===== config.mk =====
export PLATFORM = sky130hd
export DESIGN_NAME = bus_host_arbiter_flat
export DESIGN_NICKNAME = d
export VERILOG_FILES = /design/src/rtl/bus_host_arbiter_if.sv /design/src/rtl/bus_host_arbiter.sv /design/src/flat_wrapper.sv
export SDC_FILE = /design/constraint.sdc
export NUM_CORES = 1
export LEC_CHECK = 0
export CAP_MARGIN = 5
export CORE_AREA = 2 2 110 112
export CTS_BUF_LIST = sky130_fd_sc_hd__clkbuf_4 sky130_fd_sc_hd__clkbuf_8
export DETAILED_ROUTE_END_ITERATION = 16
export DIE_AREA = 0 0 112 114
export SLEW_MARGIN = 25
export SYNTH_ARGS = -nofsm -noshare
export SYNTH_HDL_FRONTEND = slang
export SYNTH_SLANG_ARGS = --single-unit

===== constraint.sdc =====
create_clock -name clk_i -period 3.5 [get_ports clk_i]
set_clock_uncertainty 0.15 [all_clocks]
set_input_delay 0.7 -clock clk_i [delete_from_list [all_inputs] [get_ports clk_i]]
set_output_delay 0.7 -clock clk_i [all_outputs]
set_load 0.05 [all_outputs]

===== src/rtl/bus_host_arbiter_if.sv =====
// Host-side and device-side signal bundle for bus_host_arbiter.
// slave = arbiter view, master = the requesters/device environment.
interface bus_host_arbiter_if #(
  parameter int NrHosts      = 2,
  parameter int DataWidth    = 32,
  parameter int AddressWidth = 32
);
  logic [NrHosts-1:0]                         host_req_i;
  logic [NrHosts-1:0]                         host_gnt_o;
  logic [NrHosts-1:0][AddressWidth-1:0]       host_addr_i;
  logic [NrHosts-1:0]                         host_we_i;
  logic [NrHosts-1:0][DataWidth/8-1:0]        host_be_i;
  logic [NrHosts-1:0][DataWidth-1:0]          host_wdata_i;
  logic [NrHosts-1:0]                         host_rvalid_o;
  logic [DataWidth-1:0]                       host_rdata_o;
  logic [NrHosts-1:0]                         host_err_o;
  logic                                       dev_req_o;
  logic                                       dev_gnt_i;
  logic [AddressWidth-1:0]                    dev_addr_o;
  logic                                       dev_we_o;
  logic [DataWidth/8-1:0]                     dev_be_o;
  logic [DataWidth-1:0]                       dev_wdata_o;
  logic                                       dev_rvalid_i;
  logic [DataWidth-1:0]                       dev_rdata_i;
  logic                                       dev_err_i;
  logic                                       spurious_rsp_o;

  modport slave (
    input  host_req_i, host_addr_i, host_we_i,
    input  host_be_i, host_wdata_i,
    input  dev_gnt_i, dev_rvalid_i,
    input  dev_rdata_i, dev_err_i,
    output host_gnt_o, host_rvalid_o,
    output host_rdata_o, host_err_o,
    output dev_req_o, dev_addr_o, dev_we_o,
    output dev_be_o, dev_wdata_o,
    output spurious_rsp_o
  );

  modport master (
    output host_req_i, host_addr_i, host_we_i,
    output host_be_i, host_wdata_i,
    output dev_gnt_i, dev_rvalid_i,
    output dev_rdata_i, dev_err_i,
    input  host_gnt_o, host_rvalid_o,
    input  host_rdata_o, host_err_o,
    input  dev_req_o, dev_addr_o, dev_we_o,
    input  dev_be_o, dev_wdata_o,
    input  spurious_rsp_o
  );
endinterface


===== src/rtl/bus_host_arbiter.sv =====
// Round-robin share of one req/gnt/rvalid host port, in-order ID FIFO.
// Define BUS_ARB_FIXED_PRIO_EN for fixed priority (lowest index wins).
module bus_host_arbiter #(
  parameter int NrHosts        = 2,
  parameter int DataWidth      = 32,
  parameter int AddressWidth   = 32,
  parameter int MaxOutstanding = 2
) (
  input  logic clk_i,
  input  logic rst_ni,
  bus_host_arbiter_if.slave bus
);
  localparam int PW = (NrHosts > 1) ? $clog2(NrHosts) : 1;
  localparam int CW = $clog2(MaxOutstanding + 1);
  localparam int FW = (MaxOutstanding > 1) ? $clog2(MaxOutstanding) : 1;
  localparam logic [NrHosts-1:0] ONE = NrHosts'(1);

  logic [PW-1:0] w_start;
  logic [PW-1:0] w_sel;
  logic          w_any;
  logic          w_full;
  logic          w_empty;
  logic          w_hs;
  logic          w_pop;
  logic [PW-1:0] w_head;

  logic [PW-1:0] r_fifo [MaxOutstanding];
  logic [FW-1:0] r_wptr;
  logic [FW-1:0] r_rptr;
  logic [CW-1:0] r_count;

`ifdef BUS_ARB_FIXED_PRIO_EN
  assign w_start = '0;
`else
  logic [PW-1:0] r_rr_ptr;

  assign w_start = r_rr_ptr;

  always_ff @(posedge clk_i or negedge rst_ni) begin
    if (!rst_ni) begin
      r_rr_ptr <= '0;
    end else if (w_hs) begin
      r_rr_ptr <= (w_sel == PW'(NrHosts - 1)) ? '0 : w_sel + 1'b1;
    end
  end
`endif

  always_comb begin
    logic [PW-1:0] idx;
    idx   = '0;
    w_any = 1'b0;
    w_sel = '0;
    for (int i = 0; i < NrHosts; i++) begin
      idx = PW'((int'(w_start) + i) % NrHosts);
      if (!w_any && bus.host_req_i[idx]) begin
        w_any = 1'b1;
        w_sel = idx;
      end
    end
  end

  assign w_full  = (r_count == CW'(MaxOutstanding));
  assign w_empty = (r_count == '0);
  assign w_head  = r_fifo[r_rptr];
  // Full blocks requests even when a pop lands in the same cycle.
  assign w_hs    = bus.dev_req_o & bus.dev_gnt_i;
  assign w_pop   = bus.dev_rvalid_i & ~w_empty;

  assign bus.dev_req_o   = w_any & ~w_full;
  assign bus.dev_addr_o  = w_any ? bus.host_addr_i[w_sel]  : '0;
  assign bus.dev_we_o    = w_any ? bus.host_we_i[w_sel]    : 1'b0;
  assign bus.dev_be_o    = w_any ? bus.host_be_i[w_sel]    : '0;
  assign bus.dev_wdata_o = w_any ? bus.host_wdata_i[w_sel] : '0;

  assign bus.host_gnt_o     = w_hs ? (ONE << w_sel) : '0;
  assign bus.host_rvalid_o  = w_pop ? (ONE << w_head) : '0;
  assign bus.host_err_o     = (w_pop & bus.dev_err_i) ? (ONE << w_head) : '0;
  assign bus.host_rdata_o   = bus.dev_rdata_i;
  assign bus.spurious_rsp_o = bus.dev_rvalid_i & w_empty;

  always_ff @(posedge clk_i or negedge rst_ni) begin
    if (!rst_ni) begin
      r_wptr <= '0;
      r_rptr <= '0;
      for (int i = 0; i < MaxOutstanding; i++) r_fifo[i] <= '0;
    end else begin
      if (w_hs) begin
        r_fifo[r_wptr] <= w_sel;
        r_wptr <= (r_wptr == FW'(MaxOutstanding - 1)) ? '0 : r_wptr + 1'b1;
      end
      if (w_pop) begin
        r_rptr <= (r_rptr == FW'(MaxOutstanding - 1)) ? '0 : r_rptr + 1'b1;
      end
    end
  end

  always_ff @(posedge clk_i or negedge rst_ni) begin
    if (!rst_ni) begin
      r_count <= '0;
    end else begin
      unique case ({w_hs, w_pop})
        2'b10:   r_count <= r_count + 1'b1;
        2'b01:   r_count <= r_count - 1'b1;
        default: r_count <= r_count;
      endcase
    end
  end
endmodule

===== src/flat_wrapper.sv =====
// flat-port wrapper written by rule: the top's interface ports become plain ports
module bus_host_arbiter_flat 
#(
  parameter int NrHosts        = 2,
  parameter int DataWidth      = 32,
  parameter int AddressWidth   = 32,
  parameter int MaxOutstanding = 2
)
  (clk_i, rst_ni, bus_host_req_i, bus_host_addr_i, bus_host_we_i, bus_host_be_i, bus_host_wdata_i, bus_dev_gnt_i, bus_dev_rvalid_i, bus_dev_rdata_i, bus_dev_err_i, bus_host_gnt_o, bus_host_rvalid_o, bus_host_rdata_o, bus_host_err_o, bus_dev_req_o, bus_dev_addr_o, bus_dev_we_o, bus_dev_be_o, bus_dev_wdata_o, bus_spurious_rsp_o);
  bus_host_arbiter_if #(.NrHosts(NrHosts), .DataWidth(DataWidth), .AddressWidth(AddressWidth)) bus_i ();
  input  logic clk_i;
  input  logic rst_ni;
  input wire logic [$bits(bus_i.host_req_i)-1:0] bus_host_req_i;
  input wire logic [$bits(bus_i.host_addr_i)-1:0] bus_host_addr_i;
  input wire logic [$bits(bus_i.host_we_i)-1:0] bus_host_we_i;
  input wire logic [$bits(bus_i.host_be_i)-1:0] bus_host_be_i;
  input wire logic [$bits(bus_i.host_wdata_i)-1:0] bus_host_wdata_i;
  input wire logic [$bits(bus_i.dev_gnt_i)-1:0] bus_dev_gnt_i;
  input wire logic [$bits(bus_i.dev_rvalid_i)-1:0] bus_dev_rvalid_i;
  input wire logic [$bits(bus_i.dev_rdata_i)-1:0] bus_dev_rdata_i;
  input wire logic [$bits(bus_i.dev_err_i)-1:0] bus_dev_err_i;
  output wire logic [$bits(bus_i.host_gnt_o)-1:0] bus_host_gnt_o;
  output wire logic [$bits(bus_i.host_rvalid_o)-1:0] bus_host_rvalid_o;
  output wire logic [$bits(bus_i.host_rdata_o)-1:0] bus_host_rdata_o;
  output wire logic [$bits(bus_i.host_err_o)-1:0] bus_host_err_o;
  output wire logic [$bits(bus_i.dev_req_o)-1:0] bus_dev_req_o;
  output wire logic [$bits(bus_i.dev_addr_o)-1:0] bus_dev_addr_o;
  output wire logic [$bits(bus_i.dev_we_o)-1:0] bus_dev_we_o;
  output wire logic [$bits(bus_i.dev_be_o)-1:0] bus_dev_be_o;
  output wire logic [$bits(bus_i.dev_wdata_o)-1:0] bus_dev_wdata_o;
  output wire logic [$bits(bus_i.spurious_rsp_o)-1:0] bus_spurious_rsp_o;
  assign bus_i.host_req_i = bus_host_req_i;
  assign bus_i.host_addr_i = bus_host_addr_i;
  assign bus_i.host_we_i = bus_host_we_i;
  assign bus_i.host_be_i = bus_host_be_i;
  assign bus_i.host_wdata_i = bus_host_wdata_i;
  assign bus_i.dev_gnt_i = bus_dev_gnt_i;
  assign bus_i.dev_rvalid_i = bus_dev_rvalid_i;
  assign bus_i.dev_rdata_i = bus_dev_rdata_i;
  assign bus_i.dev_err_i = bus_dev_err_i;
  assign bus_host_gnt_o = bus_i.host_gnt_o;
  assign bus_host_rvalid_o = bus_i.host_rvalid_o;
  assign bus_host_rdata_o = bus_i.host_rdata_o;
  assign bus_host_err_o = bus_i.host_err_o;
  assign bus_dev_req_o = bus_i.dev_req_o;
  assign bus_dev_addr_o = bus_i.dev_addr_o;
  assign bus_dev_we_o = bus_i.dev_we_o;
  assign bus_dev_be_o = bus_i.dev_be_o;
  assign bus_dev_wdata_o = bus_i.dev_wdata_o;
  assign bus_spurious_rsp_o = bus_i.spurious_rsp_o;
  bus_host_arbiter #(.NrHosts(NrHosts), .DataWidth(DataWidth), .AddressWidth(AddressWidth), .MaxOutstanding(MaxOutstanding)) u_core (.clk_i(clk_i), .rst_ni(rst_ni), .bus(bus_i));
endmodule

==> results of run 1 <==
stage by stage:
| stage | util (%) | hold WS, ps |
|---|---|---|
| 3_5_place_dp | 40.4 | 350 |
| 2_1_floorplan | - | 254 |
| 5_1_grt | 40.9 | 373 |
| 3_3_place_gp | 40.4 | 339 |
| 6_report | 40.9 | 365 |
| 4_1_cts | 40.9 | 358 |
registers in the layout, indices dropped and copies added (netlist names):
name,flops
u_core.r_count,2
u_core.r_fifo,2
u_core.r_rptr,1
u_core.r_rr_ptr,1
u_core.r_wptr,1
layout make-up:
cell class / count / share of cell area [%]
Inverter: 72 / 5.65
Timing Repair Buffer: 225 / 61.6
Tap cell: 147 / 3.84
Sequential cell: 7 / 3.66
Clock buffer: 4 / 1.02
Multi-Input combinational cell: 166 / 24.2
metal layers:
layer	share of wire (%)	GRT usage (%)	routed length, um	vias up
met2	52	20.7	3900	139
met1	37	11.6	2730	1087
met4	0.89	2.44	66	0
met5	0	0	0	-
met3	9.9	3.19	737	14
li1	-	-	-	1212
worst paths after layout:
kind / to / slack [ps] / cells after the start
worst min-delay path: u_core.r_rptr / 360 / 1
worst max-delay path: bus_host_rvalid_o[1] / 380 / 4
worst max register to register: u_core.r_count[1] / 1530 / 5
worst min register to register: u_core.r_rptr / 360 / 1
max in group asynchronous: u_core.r_rptr / 2360 / 1
min in group asynchronous: u_core.r_wptr / 590 / 1
synthesized netlist by cell type:
library cell / instances
and3_1: 1
inv_1: 72
xor2_1: 1
mux2i_1: 70
nand2_1: 71
and2_1: 1
ha_1: 1
o21ai_0: 1
buf_1: 1
o21ai_1: 1
and2b_2: 1
or3_1: 1
o31ai_1: 2
clkbuf_1: 5
nor3b_1: 1
o41ai_1: 2
nor2_1: 6
buf_6: 1
dfrtp_1: 7
buf_2: 4
nor2b_2: 1
mux2_4: 1
buf_4: 38
xnor2_1: 4
cells in the final DEF, fill, tap and decap left out, types with 2 or more instances in the layout:
master,n
inv_1,72
o31ai_1,2
o41ai_1,2
buf_4,8
clkdlybuf4s50_1,144
buf_12,72
dfrtp_1,7
xnor2_1,4
clkbuf_8,3
nor2_1,6
nand2_1,71
mux2i_1,70
cell families after synthesis:
group / after synthesis / share of synthesized area (%)
adders and majority gates: 1 / 0.648
xor gates and xnor gates: 5 / 2.27
buffers and inverters: 121 / 31.5
DFF: 7 / 9.07
muxes: 71 / 37.0
AOI/OAI and AO/OA: 6 / 2.20
and+or+nand+nor: 83 / 17.2
where the power goes:
group          switching, W  internal [W]
Clock             0.0000320     0.0000863
Sequential        0.0000455      0.000123
Combinational      0.000843      0.000785
==> metrics.yaml, run 1 <==
status:
  outcome: "complete, no violations"
worst_setup_path:
  crit_top_cell: "clkdlybuf4s50_1"
  path_max_fanout: 3
  critPathTopFamily: "buffers and inverters"
  end_kind: "output port"
  worstSetupStartpointType: "input pin"
  critical_path.startpoint: "bus_dev_rvalid_i"
  critPathKind: "input pin to output port"
  cp.arrival_ps: 2270
  max_stage_delay_ps: 810
  crit_required_ps: 2650
  cp_num_buf_inv: 2
  path_cells: "clkdlybuf4s50_1 -> o21ai_0 -> nor2_1 -> clkdlybuf4s50_1"
  critical-path-slowest-cell: "clkdlybuf4s50_1"
  r2r-start: "u_core.r_count[1]"
die:
  io_pins: 286
  die_h_um: 114
  die_w_um: 112
  rows: 40
  die_area_um2: 12800
  core-area_um2: 11700
  initial_utilization_pct: 16.5
sta:
  slew_headroom_pct: 65.7
  final-hold-violation-count: 0
  fin_crit_ps: 3120
  fmax_mhz: 320
  post-route-period-util_pct: 89.2
  finalMaxSlewViolations: 0
  rsz0062_at_grt: "false"
  finalSetupViolations: 0
  worst_pin_slew_ps: 515
  setup_ws_ps: 379
  fin_tns_setup_ps: 0
finish:
  seq_area_um2: 175
  layout.nets: 653
  multi_input_area_um2: 1160
  area_growth_pct: 148
  fin_cells: 621
  num-fill-cells: 1144
  drive_gt1_share_pct: 18.8
  stdcell_area_um2: 4780
  antenna_cells: 0
clock_network:
  post_cts_buffers: 0
  cts_resized: 0
  cts-root-buf: "clkbuf_8"
  htree_levels: 1
  clkTransAtPathRegs_ps: 40
  cts_hold_buf: 0
  clk_latency_ps: 220
  cts_tree: "done"
  clockBufferDepth: 2
  cts_inserted_buffers: 3
  cts_sinks: 7
logic_synthesis:
  synth_top_area_share_pct: 36.3
  synth_nets: 472
  syn_area_um2: 1930
  avgSynthCellArea_um2: 6.57
  ys_types: 24
  synth.area.top_cells: "mux2i_1 36%, buf_4 15%, inv_1 14%"
  ys.warnings.count: 0
  synth_top_cell_by_area: "mux2i_1"
  ys_seq_area_share_pct: 9.07
  synth_seq_cells: 7
  synth_cells: 294
drt:
  dr_total_vias: 2452
  routedWlPerCell_um: 12.0
  ant_nets: 0
  via_per_inst: 3.95
  drt_iter0_markers: 75
  drc: 0
  dr.pass1.iters: 4
  wirelength_um: 7440
grt:
  grt_max_degree: 51
  grt_usage_pct: 10.8
  antenna_found_initial: 0
  grt_pass1_vias: 2464
  grt_pass1_wl_um: 11600
  grt_overflow: 0
placed_design:
  pre_cts_ws_ps: 389
  gp_congestion: 0.781
  port_buffers: 221
  dp_hpwl_um: 6540
  dp.cells: 617
  placed_area_um2: 4740
power:
  power.leakage_nw: 2.46
  powerDensity_nw_per_um2: 400
  p_total_w: 0.00192
  ir_drop_v: 0.000335
flow_run:
  max-cap-violations: 0
worst_hold_path:
  hp-start: "u_core.r_rptr"
  min_path_type: "flop to flop"
No activity file was read; power rests on OpenSTA's default activity.
==> run 2: changes to the inputs <==
--- a/config.mk
+++ b/config.mk
@@ -8,8 +8,10 @@
 export CAP_MARGIN = 5
 export CORE_AREA = 2 2 110 112
 export CTS_BUF_LIST = sky130_fd_sc_hd__clkbuf_4 sky130_fd_sc_hd__clkbuf_8
+export CTS_CLUSTER_DIAMETER = 80
 export DETAILED_ROUTE_END_ITERATION = 16
 export DIE_AREA = 0 0 112 114
+export GPL_ROUTABILITY_DRIVEN = 1
 export SLEW_MARGIN = 25
 export SYNTH_ARGS = -nofsm -noshare
 export SYNTH_HDL_FRONTEND = slang
==> results of run 2 <==
Final layout, timing and power as in run 1 (identical DEF).
==> run 3: changes to the inputs <==
--- a/config.mk
+++ b/config.mk
@@ -6,11 +6,11 @@
 export NUM_CORES = 1
 export LEC_CHECK = 0
 export CAP_MARGIN = 5
-export CORE_AREA = 2 2 110 112
+export CORE_AREA = 2 2 112 114
 export CTS_BUF_LIST = sky130_fd_sc_hd__clkbuf_4 sky130_fd_sc_hd__clkbuf_8
 export CTS_CLUSTER_DIAMETER = 80
 export DETAILED_ROUTE_END_ITERATION = 16
-export DIE_AREA = 0 0 112 114
+export DIE_AREA = 0 0 114 116
 export GPL_ROUTABILITY_DRIVEN = 1
 export SLEW_MARGIN = 25
 export SYNTH_ARGS = -nofsm -noshare
==> constraint.sdc (replaced) <==
create_clock -name clk_i -period 2.7 [get_ports clk_i]
set_clock_uncertainty 0.15 [all_clocks]
set_input_delay 0.54 -clock clk_i [delete_from_list [all_inputs] [get_ports clk_i]]
set_output_delay 0.54 -clock clk_i [all_outputs]
set_load 0.05 [all_outputs]
==> run 3 against run 2 <==
Sequential cell count is the same; hold slack lost 23 ps; largest power group unchanged; combinational power grew 39%; cell count grew 0.48%; wire length grew 12%; count of clock-buffer cells in the layout is the same; die area grew 3.6%; via count grew 1.9%.
==> metrics.yaml, run 3 (synthesized netlist as in run 1, its figures left out) <==
clock_network:
  clkTransAtPathRegs_ps: 40  # about the same
  cts_sinks: 7  # unchanged
  cts-root-buf: "clkbuf_8"  # unchanged
  htree_levels: 1  # unchanged
  cts_tree: "done"  # unchanged
  post_cts_buffers: 0  # unchanged
  clk_latency_ps: 230  # was 220 ps
  cts_hold_buf: 0  # unchanged
  cts_inserted_buffers: 3  # unchanged
  clockBufferDepth: 2  # unchanged
finish:
  layout_common_cells: "143 x clkdlybuf4s50_1, 80 x buf_12, 72 x inv_1, 71 x nand2_1, 51 x mux2i_1"  # was 144 x clkdlybuf4s50_1, 72 x inv_1, 72 x buf_12, 71 x nand2_1, 70 x mux2i_1
  num-fill-cells: 1163  # was 1144
  largestRegisters: "u_core.r_count (2), u_core.r_fifo (2)"  # unchanged
  utilization_pct: 41.8  # was 40.9%
  drive_gt1_share_pct: 23.5  # was 18.8%
  antenna_cells: 0  # unchanged
  area_growth_pct: 158  # was 148%
  layout.nets: 656  # was 653
  final_common_cell: "clkdlybuf4s50_1"  # unchanged
  stdcell_area_um2: 4980  # was 4780 um^2
power:
  power.leakage_nw: 2.45  # was 2.46 nW
  powerDensity_nw_per_um2: 531  # was 400 nW/um^2
  ir_drop_v: 0.000260  # was 0.000335 V
  p_total_w: 0.00264  # was 0.00192 W
drt:
  ant_nets: 0  # unchanged
  drt_iter0_markers: 42  # was 75
  wirelength_um: 8300  # was 7440 um
  via_per_inst: 4.00  # was 3.95
  dr_total_vias: 2499  # was 2452
  dr.pass1.iters: 3  # was 4
  routedWlPerCell_um: 13.3  # was 12.0 um
  drc: 0  # unchanged
worst_setup_path:
  end_kind: "output port"  # unchanged
  crit_required_ps: 2010  # was 2650 ps
  path_max_fanout: 9  # was 3
  worstSetupStartpointType: "input pin"  # unchanged
  critPathKind: "input pin to output port"  # unchanged
  cp.arrival_ps: 1970  # was 2270 ps
die:
  io_pins: 286  # unchanged
  core-area_um2: 11900  # was 11700 um^2
  rows: 40  # unchanged
  die_w_um: 114  # was 112 um
  die_area_um2: 13200  # was 12800 um^2
  die_h_um: 116  # was 114 um
  initial_utilization_pct: 16.2  # was 16.5%
sta:
  fmax_mhz: 376
  worst_pin_slew_ps: 380  # was 515 ps
  finalMaxSlewViolations: 0  # unchanged
  final-hold-violation-count: 0  # unchanged
  slew_headroom_pct: 74.3  # was 65.7%
  finalSetupViolations: 0  # unchanged
  fin_crit_ps: 2660
  post-route-period-util_pct: 98.5
  fin_tns_setup_ps: 0  # unchanged
  setup_ws_ps: 40.5  # was 379 ps
  rsz0062_at_grt: "true"  # was false
grt:
  grt_max_degree: 71  # was 51
  grt_pass1_wl_um: 12400  # was 11600 um
  antenna_found_initial: 0  # unchanged
  grt_overflow: 0  # unchanged
  grt_usage_pct: 11.6  # was 10.8%
  grt_pass1_vias: 2546  # was 2464
flow_run:
  max-cap-violations: 0  # unchanged
placed_design:
  pre_cts_ws_ps: -4.06  # was 389 ps
  port_buffers: 221  # unchanged
  gp_congestion: 0.760  # was 0.781
  dp_hpwl_um: 6970  # was 6540 um
  placed_area_um2: 4900  # was 4740 um^2
status:
  outcome: "complete, no violations"  # unchanged
worst_hold_path:
  min_path_type: "flop to flop"  # unchanged
## run 3: area by class of cell
type | instances | area, um^2 | share of cell area [%]
sequential | 7 | 175 | 3.52
inverter | 72 | 270 | 5.43
multi-input combinational | 166 | 1230 | 24.7
tap | 147 | 184 | 3.70
clock buffer | 4 | 48.8 | 0.981
timing repair buffer | 228 | 3070 | 61.7
## run 3: critical path, cell delays in order
cell and delay, ps:
clkdlybuf4s50_1 470, o21ai_4 140, buf_4 270, mux2i_1 360, buf_12 180
## run 3: power by group
part	switching (W)	internal (W)	leakage (nW)	total [W]
Sequential	0.0000555	0.000160	0.0832	0.000215
Clock	0.0000467	0.000112	0.0262	0.000159
Combinational	0.00114	0.00113	2.34	0.00227
## run 3: path summary, 6_finish.rpt
path	cells past startpoint	to	from	slack [ps]
min in group asynchronous	1	u_core.r_rptr	rst_ni	410
worst max register to register	6	u_core.r_count[1]	u_core.r_count[1]	660
worst min register to register	1	u_core.r_rptr	u_core.r_rptr	340
max in group asynchronous	1	u_core.r_fifo[1]	rst_ni	1750
worst min-delay path	1	u_core.r_rptr	u_core.r_rptr	340
worst max-delay path	5	bus_dev_addr_o[21]	bus_host_req_i[1]	40
## run 3: timing repair
item                                    4_1_cts  5_1_grt
cloned                                        0        0
hold endpoints to repair                      0        0
endpoints found under the setup margin        1        8
resized for setup                             1        7
## run 3: per-stage QoR
| step | hold slack (ps) | std cells |
|---|---|---|
| final | 342 | 624 |
| after global routing | 376 | 624 |
| after global placement | 333 | 620 |
| after detailed placement | 341 | 620 |
| after CTS | 346 | 624 |
| after floorplan | 94.4 | 294 |
## run 3: routing by layer
metal / GRT usage (%) / vias up / routed length [um]
li1: - / 1215 / -
met1: 12.0 / 1109 / 2930
met2: 21.8 / 150 / 4300
met3: 3.50 / 25 / 867
met4: 4.63 / 0 / 201
met5: 0 / - / 0
